`src/rtl/ts_capture_fifo.sv`:
```
// rtl/ts_capture_fifo.sv - multi-channel timestamp capture queue read over a CE_N/SCLK/SDO slave port.
// Optional CAPT_DEGLITCH_EN: captures must hold high 4 synchronised samples before being accepted.
module ts_capture_fifo #(
  parameter int CNT_W = 16,
  parameter int NCH   = 4,
  parameter int DEPTH = 8
) (
  input  logic           CLK,
  input  logic           RST,
  input  logic           CNT_CLR,
  input  logic [NCH-1:0] CAPT,
  input  logic           SCLK,
  input  logic           CE_N,
  output logic           SDO,
  output logic           INT,
  output logic           OVF
);
  localparam int CH_W = (NCH > 1) ? $clog2(NCH) : 1;
  localparam int EW   = 1 + CH_W + CNT_W;
  localparam int FW   = 1 + EW;
  localparam int AW   = $clog2(DEPTH);
  localparam int BC_W = $clog2(FW + 1);
  localparam logic [AW:0] DEPTH_C = (AW+1)'(DEPTH);
  localparam logic [BC_W-1:0] FW_C = BC_W'(FW);

  typedef enum logic [1:0] {S_IDLE, S_LOAD, S_SHIFT} state_t;

  logic [CNT_W-1:0] cnt;
  logic [NCH-1:0]   capt_s1, capt_s2, capt_rise;
  logic [NCH-1:0]   pend;
  logic [CNT_W-1:0] cap_ts [NCH];
  logic             push_any, push, pop, drop, full, empty;
  logic [CH_W-1:0]  push_ch;
  logic [EW-1:0]    mem [DEPTH];
  logic [EW-1:0]    head;
  logic [AW:0]      wr_ptr, rd_ptr, count;
  logic             ce_s1, ce_s2, ce_d, sclk_s1, sclk_s2, sclk_d;
  logic             ce_fall, ce_rise, sclk_fall;
  state_t           state, state_nxt;
  logic [FW-1:0]    sh, sh_nxt;
  logic [BC_W-1:0]  bcnt, bcnt_nxt;
  logic             fvalid, fvalid_nxt;

  always_ff @(posedge CLK or posedge RST) begin
    if (RST)          cnt <= '0;
    else if (CNT_CLR) cnt <= '0;
    else              cnt <= cnt + CNT_W'(1);
  end

  always_ff @(posedge CLK or posedge RST) begin
    if (RST) begin
      capt_s1 <= '0;
      capt_s2 <= '0;
    end else begin
      capt_s1 <= CAPT;
      capt_s2 <= capt_s1;
    end
  end

`ifdef CAPT_DEGLITCH_EN
  logic [1:0]     qual [NCH];
  logic [NCH-1:0] capt_filt;

  // qual counts consecutive high samples; the rise fires on the 4th one
  always_ff @(posedge CLK or posedge RST) begin
    if (RST) begin
      capt_filt <= '0;
      capt_rise <= '0;
      for (int i = 0; i < NCH; i++) qual[i] <= '0;
    end else begin
      for (int i = 0; i < NCH; i++) begin
        if (!capt_s2[i]) begin
          qual[i]      <= '0;
          capt_filt[i] <= 1'b0;
          capt_rise[i] <= 1'b0;
        end else if (qual[i] != 2'd3) begin
          qual[i]      <= qual[i] + 2'd1;
          capt_rise[i] <= 1'b0;
        end else begin
          capt_filt[i] <= 1'b1;
          capt_rise[i] <= !capt_filt[i];
        end
      end
    end
  end
`else
  logic [NCH-1:0] capt_d;

  always_ff @(posedge CLK or posedge RST) begin
    if (RST) begin
      capt_d    <= '0;
      capt_rise <= '0;
    end else begin
      capt_d    <= capt_s2;
      capt_rise <= capt_s2 & ~capt_d;
    end
  end
`endif

  always_comb begin
    push_any = 1'b0;
    push_ch  = '0;
    for (int i = NCH - 1; i >= 0; i--) begin
      if (pend[i]) begin
        push_any = 1'b1;
        push_ch  = CH_W'(i);
      end
    end
  end

  assign push = push_any && (!full || pop);
  assign drop = |(capt_rise & pend);

  always_ff @(posedge CLK or posedge RST) begin
    if (RST) begin
      pend <= '0;
      for (int i = 0; i < NCH; i++) cap_ts[i] <= '0;
    end else begin
      for (int i = 0; i < NCH; i++) begin
        if (push && push_ch == CH_W'(i)) pend[i] <= 1'b0;
        if (capt_rise[i] && !pend[i]) begin
          pend[i]   <= 1'b1;
          cap_ts[i] <= cnt;
        end
      end
    end
  end

  assign count = wr_ptr - rd_ptr;
  assign full  = (count == DEPTH_C);
  assign empty = (count == '0);
  assign head  = mem[rd_ptr[AW-1:0]];

  always_ff @(posedge CLK) begin
    if (push) mem[wr_ptr[AW-1:0]] <= {OVF, push_ch, cap_ts[push_ch]};
  end

  // A drop in the same cycle as an OVF-clearing pop keeps the flag set
  always_ff @(posedge CLK or posedge RST) begin
    if (RST) begin
      wr_ptr <= '0;
      rd_ptr <= '0;
      INT    <= 1'b0;
      OVF    <= 1'b0;
    end else begin
      if (push) wr_ptr <= wr_ptr + (AW+1)'(1);
      if (pop)  rd_ptr <= rd_ptr + (AW+1)'(1);
      INT <= !empty;
      if (drop)                   OVF <= 1'b1;
      else if (pop && head[EW-1]) OVF <= 1'b0;
    end
  end

  always_ff @(posedge CLK or posedge RST) begin
    if (RST) begin
      {ce_s1, ce_s2, ce_d}       <= '0;
      {sclk_s1, sclk_s2, sclk_d} <= '0;
    end else begin
      ce_s1   <= CE_N;
      ce_s2   <= ce_s1;
      ce_d    <= ce_s2;
      sclk_s1 <= SCLK;
      sclk_s2 <= sclk_s1;
      sclk_d  <= sclk_s2;
    end
  end

  assign ce_fall   = ce_d & ~ce_s2;
  assign ce_rise   = ~ce_d & ce_s2;
  assign sclk_fall = sclk_d & ~sclk_s2;

  always_comb begin
    state_nxt  = state;
    sh_nxt     = sh;
    bcnt_nxt   = bcnt;
    fvalid_nxt = fvalid;
    pop        = 1'b0;
    case (state)
      S_IDLE: if (ce_fall) state_nxt = S_LOAD;
      S_LOAD: begin
        fvalid_nxt = !empty;
        sh_nxt     = empty ? '0 : {1'b1, head};
        bcnt_nxt   = '0;
        state_nxt  = ce_rise ? S_IDLE : S_SHIFT;
      end
      S_SHIFT: begin
        if (ce_rise) begin
          state_nxt = S_IDLE;
          pop       = fvalid && (bcnt == FW_C);
        end else if (sclk_fall) begin
          sh_nxt = {sh[FW-2:0], 1'b0};
          if (bcnt != FW_C) bcnt_nxt = bcnt + BC_W'(1);
        end
      end
      default: state_nxt = S_IDLE;
    endcase
  end

  always_ff @(posedge CLK or posedge RST) begin
    if (RST) begin
      state  <= S_IDLE;
      sh     <= '0;
      bcnt   <= '0;
      fvalid <= 1'b0;
    end else begin
      state  <= state_nxt;
      sh     <= sh_nxt;
      bcnt   <= bcnt_nxt;
      fvalid <= fvalid_nxt;
    end
  end

  assign SDO = (state == S_SHIFT) && !ce_s2 && sh[FW-1];

endmodule

```
`config.mk`:
```
export PLATFORM = sky130hd
export DESIGN_NAME = ts_capture_fifo
export DESIGN_NICKNAME = d
export VERILOG_FILES = /design/src/rtl/ts_capture_fifo.sv
export SDC_FILE = /design/constraint.sdc
export NUM_CORES = 1
export LEC_CHECK = 0
export ABC_AREA = 1
export BUFFER_PORTS_ARGS = -buffer_cell sky130_fd_sc_hd__buf_2
export CAP_MARGIN = 10
export CELL_PAD_IN_SITES_DETAIL_PLACEMENT = 1
export CELL_PAD_IN_SITES_GLOBAL_PLACEMENT = 1
export CORE_MARGIN = 2
export CORE_UTILIZATION = 30
export CTS_BUF_LIST = sky130_fd_sc_hd__clkbuf_4
export DETAILED_ROUTE_END_ITERATION = 7
export GPL_TIMING_DRIVEN = 0
export PLACE_DENSITY = 0.56
export SETUP_SLACK_MARGIN = 0.2
export SYNTH_ARGS = -nofsm -noshare
export SYNTH_HDL_FRONTEND = slang
export SYNTH_SLANG_ARGS = --single-unit
```
`constraint.sdc`:
```
create_clock -name CLK -period 5.72 [get_ports CLK]
set_input_delay 0.286 -clock CLK [delete_from_list [all_inputs] [get_ports CLK]]
set_output_delay 0.286 -clock CLK [all_outputs]
set_load 0.02 [all_outputs]
```
==> metrics.txt, run 1 <==
outcome=finished clean; Worst-Margin Slew=0.9412 ns; max-cap viol count=0; design area=14970 sq um; global-route wire length before repair=56.06 mm; # Post-CTS Setup Buffers=0; RSZ-0062 raised after global routing=false; number of global-route vias before repair=9886; share of post-route cells with drive strength above 1=14.58%; die height=210.9 microns; 1st-iter DRT viols=355; Arrival @ worst endpoint=3.60 ns; vias=9481; H-tree Lvls=3; Total GRT Usage=16.80%; largest net degree at the start of global routing=77; # DRC=0; Yosys warning total=0; Req. time, crit path=6.18 ns; Post-Syn Nets=1376; core area=42130 sq um; Die Span X=210.9 microns; vias per cell=4.549; Top FF cell, synth=edfxtp_1; crit-path max FO=11; Worst slew margin=37.25%; register area share after synthesis=63.59%; Initial Util=30.48%; Ports=12; final slew viol count=0; Leakage=6.843 nW; syn_area_per_cell=9.451 sq um; fin crit share=55.01%; critical path capture point type=flop; Routed Antenna Nets=0; post-synth top area cell=edfxtp_1; Fmax=0.3178 GHz; Final setup viols=0; port bufs=11; EDFF count, synth=152; row cnt=75; final hold violations=0; Synth Instances=1359; clk root buf=clkbuf_4; post-layout net count=1492; Fill cells=4914; CTS tree=done; Synth cell types=34; Die ar.=44480 sq um; later-pin clock latency in the skew report=0.79 ns; post_cts resized=0; Sum Neg Setup Slack=0 ns; gpl congestion=0.7468; Min-Delay Path Class=in2reg; top cells by area, synth=edfxtp_1 (36%), dfrtp_1 (28%), nand2_1 (12%); startpoint types=flop; async set-or-reset flop fraction in the synthesized netlist=48.65%; CTS buffer count=83; maximum VDD drop=0.1952 mV; placed inst area=13790 sq um; area grow syn2layout=16.52%; number of antenna violations at the first check in global routing=3; GRT overflow=0; Yosys reg bits=296; Yosys top cell area share=35.54%; routed len/inst=17.03 microns; final core utilization=35.52%; crit path time final=3.147 ns; Reg clk slew, reported paths=0.06 ns; clk_skew=0.05362 ns; router iterations before antenna repair=4; # hold bufs at CTS=8; kind of critical path=reg2reg; CTS Buffer Depth=3; drt total wl=35.50 mm; clk sink count=296; Detail Placement HPWL=24.58 mm; P per Cell Area=431.9 nW/um^2; Mapped Area=12840 sq um
-- cells in the mapped netlist, types with 17 or more instances --
cell / number
edfxtp_1: 152
clkbuf_1: 19
inv_1: 196
a21oi_1: 47
dfrtp_1: 144
nor2_1: 60
nand4_1: 17
nand3_1: 128
buf_2: 22
nand2_1: 426
o21ai_0: 79
-- state kept, by name, summed over array words and instances (netlist names), 2 cells and up --
register / cells
bcnt: 5
capt_rise: 4
state: 2
wr_ptr: 4
capt_s1: 4
cap_ts: 64
capt_s2: 4
pend: 4
mem: 152
rd_ptr: 4
sh: 20
capt_d: 4
cnt: 16
-- final timing paths --
check	start	end	slack (ns)	cells after the start
min reg2reg	capt_s1[1]	capt_s2[1]	0.35	0
min in group asynchronous	RST	capt_s1[2]	0.15	3
min	CAPT[0]	capt_s1[0]	0.14	2
max in group asynchronous	RST	sh[0]	4.68	4
max reg2reg	rd_ptr[2]	mem[4][15]	2.57	10
max	rd_ptr[2]	mem[4][15]	2.57	10
-- layout make-up --
type,count,area (sq um),share of cell area (%)
multi-input combinational,804,3630,24.25
timing repair buffer,31,317.8,2.124
inverter,202,765.7,5.117
clock inverter,24,123.9,0.8277
clock buffer,129,968.4,6.471
antenna,2,5.005,0.03344
sequential,296,8168,54.58
tap,539,674.4,4.506
buffer,57,312.8,2.090
-- metrics by stage --
step	instances	setup WS [ns]	power [mW]	hold slack (ns)
floorplan	1359	1.568	3.897	0.3174
global placement	1909	-0.5440	4.433	0.3332
detailed placement	1921	2.519	4.563	0.3358
CTS	2082	2.496	6.576	0.05134
global route	2084	2.341	6.882	0.05292
finish	2084	2.573	6.464	0.1411
-- worst max-delay path: stages (launching register included) --
cell	delay [ns]
dfrtp_1	0.41
inv_1	0.08
buf_2	0.27
ha_1	0.31
or2_1	0.27
nand3_1	0.09
nand2_1	0.06
nand3_2	0.21
nand3_2	0.20
nor2_2	0.66
buf_8	0.24
-- placed cells by master, fill, tap and decap left out, drive strengths merged, types with 17 or more instances in the layout --
cell | synthesis | routed
a21oi | 48 | 48
buf | 38 | 61
clkbuf | 19 | 148
clkinv | 0 | 21
dfrtp | 144 | 144
edfxtp | 152 | 152
inv | 202 | 203
nand2 | 431 | 431
nand3 | 131 | 131
nand4 | 17 | 17
nor2 | 65 | 65
o21ai | 82 | 82
-- power by group --
part | internal [mW] | leakage (nW) | switching (mW) | total [mW]
registers | 2.79 | 3.27 | 0.169 | 2.95
logic | 0.442 | 2.93 | 1.10 | 1.54
clock network | 1.04 | 0.651 | 0.934 | 1.97
-- layer usage --
layer	track usage, %	vias to the layer above	part of all wire (%)
li1	-	4650	-
met1	20.69	4646	44
met2	29.44	124	50
met3	3.717	61	3.5
met4	5.027	0	1.8
met5	0	-	0
-- cell families (layout without fill, tap and decap cells) --
group / Yosys count / count (layout) / share of synthesized area [%]
XOR/XNOR: 8 / 8 / 0.5456
AO/OA/AOI/OAI: 135 / 135 / 5.446
flip-flops: 296 / 296 / 63.59
buffers and inverters: 259 / 443 / 8.359
AND/OR/NAND/NOR: 653 / 653 / 21.28
other: 0 / 2 / 0
adder cells (fa/ha/maj): 8 / 8 / 0.7794
No activity file was read; power rests on OpenSTA's default activity.
==> inputs of run 2 (changes only) <==
ABC_AREA = 0   (was 1)
PLACE_DENSITY = 0.53   (was 0.56)
clock period = 3.2 ns   (was 5.72 ns; I/O delays follow)
==> metrics.txt, run 2 <==
outcome=finished clean; final hold violations=0; commonest cells in the netlist=edfxtp_1 (152), dfrtp_1 (144), nand2_1 (88); Sum Neg Setup Slack=0 ns; post-layout net count=877; Routed Antenna Nets=0; P per Cell Area=785.8 nW/um^2; async set-or-reset flop fraction in the synthesized netlist=48.65%; Min-Delay Path Class=in2reg; core area=38830 sq um; clk root buf=clkbuf_4; vias per cell=4.666; CTS buffer count=78; drt total wl=27.27 mm; syn_area_per_cell=16.15 sq um; 1st-iter DRT viols=467; CTS tree=done; pre-CTS WS=-0.6072 ns; kind of critical path=reg2reg; gpl congestion=0.6933; router iterations before antenna repair=5; clk_skew=0.04343 ns; CTS Buffer Depth=3; register area share after synthesis=68.89%; Die ar.=41130 sq um; hold path depth=2; Mapped Area=11860 sq um; clk sink count=296; number of global-route vias before repair=7390; Req. time, crit path=3.53 ns; fin crit share=90.01%; RSZ-0062 raised after global routing=false; cell with the most instances after synthesis=edfxtp_1; worst reg-to-reg setup slack=0.32 ns; Yosys reg bits=296; placed inst area=12660 sq um; final slew viol count=0; hold wc startpoint=CAPT[2]; # DRC=0; crit-path max FO=19; Leakage=5.679 nW; maximum VDD drop=0.2846 mV; max-cap viol count=0; most frequent cells in the layout=edfxtp_1 (152), dfrtp_1 (144), clkbuf_4 (116), nand2_1 (88), mux2_2 (61); share of post-route cells with drive strength above 1=32.20%; port bufs=11; RR Endpoint=mem[2][0]; Hold EP=capt_s1[2]; Total GRT Usage=13.91%; row cnt=72; area grow syn2layout=18.86%; top cells by area, synth=edfxtp_1 (38%), dfrtp_1 (30%), mux4_2 (7.2%); CP top delay family=simple AND/OR/NAND/NOR gates; crit path time final=2.880 ns; Top FF cell, synth=edfxtp_1; routed len/inst=19.04 microns; Pwr Total=11.07 mW; EDFF count, synth=152; Initial Util=30.54%; later-pin clock latency in the skew report=0.70 ns; fin worst setup slack=0.3198 ns; Critical Path Max Stage Delay=0.48 ns; number of antenna violations at the first check in global routing=1; die height=202.8 microns; Buf+Inv Stages, Crit Path=3; Yosys warning total=0; largest net degree at the start of global routing=40; critical path capture point type=flop; global-route wire length before repair=43.46 mm; Synth Instances=734; Worst-Margin Slew=1.145 ns; Yosys top cell area share=38.50%; Ports=12; Synth cell types=52; Worst Reg2Reg Path Length in Cells=9; Detail Placement HPWL=16.90 mm; max reg flops=152; Reg clk slew, reported paths=0.06 ns; Fmax=0.3472 GHz; design area=14090 sq um; H-tree Lvls=3; GRT overflow=0; Post-Syn Nets=751; final core utilization=36.29%; vias=6681; Arrival @ worst endpoint=3.21 ns; startpoint types=flop; worst path cell trace=clkbuf_4 > clkinv_4 > buf_6 > ha_1 > a21oi_1 > nand2_1 > xnor2_4 > a21boi_4 > and3_4; Die Span X=202.8 microns; commonest non-fill, non-tap cell in the layout=edfxtp_1; Final setup viols=0; critical path's slowest cell=and3_4; post-synth top area cell=edfxtp_1; Worst slew margin=23.10%; worst r2r src=rd_ptr[2]
-- run 2: cell types whose count changed after synthesis, moves of 9 or more --
cell,before,now
nor2b_1,0,9
a21oi_1,47,8
nor2_1,60,27
o21ai_0,79,9
nand2_1,426,88
a222oi_1,0,16
nand3_1,128,9
inv_1,196,7
nand4_1,17,5
mux2_2,0,61
mux2i_1,0,19
mux4_2,0,38
buf_2,22,12
o221ai_1,0,17
-- run 2: metrics by stage --
step,std cells,hold WS (ns)
2_1_floorplan,734,0.1914
6_report,1432,0.1095
5_1_grt,1432,0.06097
3_5_place_dp,1267,0.2699
3_3_place_gp,1263,0.2681
4_1_cts,1431,0.03686
-- run 2: final cells by class --
type                            count  area [sq um]
Tap cell                          518         648.1
Inverter                            8         38.79
Sequential cell                   296          8168
Timing Repair Buffer               44         496.7
Clock inverter                     18         147.6
Clock buffer                      115         863.3
Multi-Input combinational cell    391          3533
Antenna cell                        1         2.502
Buffer                             41         193.9
Fill cell                        3997         24740
-- run 2: worst max path at each step --
| stage | from | to | slack (ns) | depth (start not counted) |
|---|---|---|---|---|
| global placement | rd_ptr[2] | mem[1][4] | -0.84 | 9 |
| global route | rd_ptr[2] | mem[7][11] | 0.22 | 8 |
| detailed placement | rd_ptr[2] | mem[5][5] | -0.61 | 9 |
| CTS | rd_ptr[2] | mem[1][8] | 0.22 | 10 |
| finish | rd_ptr[2] | mem[2][0] | 0.32 | 9 |
| floorplan | rd_ptr[2] | mem[1][0] | 0.22 | 9 |
-- run 2: metal layers --
layer	global-route usage (%)	routed length [microns]
met1	18.39	12580
met2	22.32	12990
met3	3.291	1058
met4	5.136	638
met5	0	0
-- run 2: power breakdown --
part	total [mW]	leakage, nW	switching, mW	internal [mW]
Sequential	5.21	3.29	0.283	4.93
Clock	3.42	0.597	1.55	1.88
Combinational	2.44	1.79	1.44	1.00
Total	11.1	5.68	3.27	7.80
-- run 2: kinds of logic (layout without fill, tap and decap cells) --
logic type | Yosys count | after routing | share of synthesized area, %
other cells | 0 | 1 | 0
compound gates | 58 | 60 | 4.010
flops | 296 | 296 | 68.89
fa+ha+maj | 8 | 8 | 0.8443
xor+xnor | 26 | 26 | 2.142
simple gates | 178 | 178 | 7.566
mux | 119 | 119 | 14.74
buf+inv | 49 | 226 | 1.805
-- run 2: timing repair --
item | 4_1_cts | 5_1_grt
endpoints found under the setup margin | 153 | 65
setup buffers | 21 | 0
gates cloned | 2 | 0
gates resized for setup | 12 | 5
endpoints found under the hold margin | 43 | 0
hold buffers | 8 | 0
pin swaps | 7 | 0
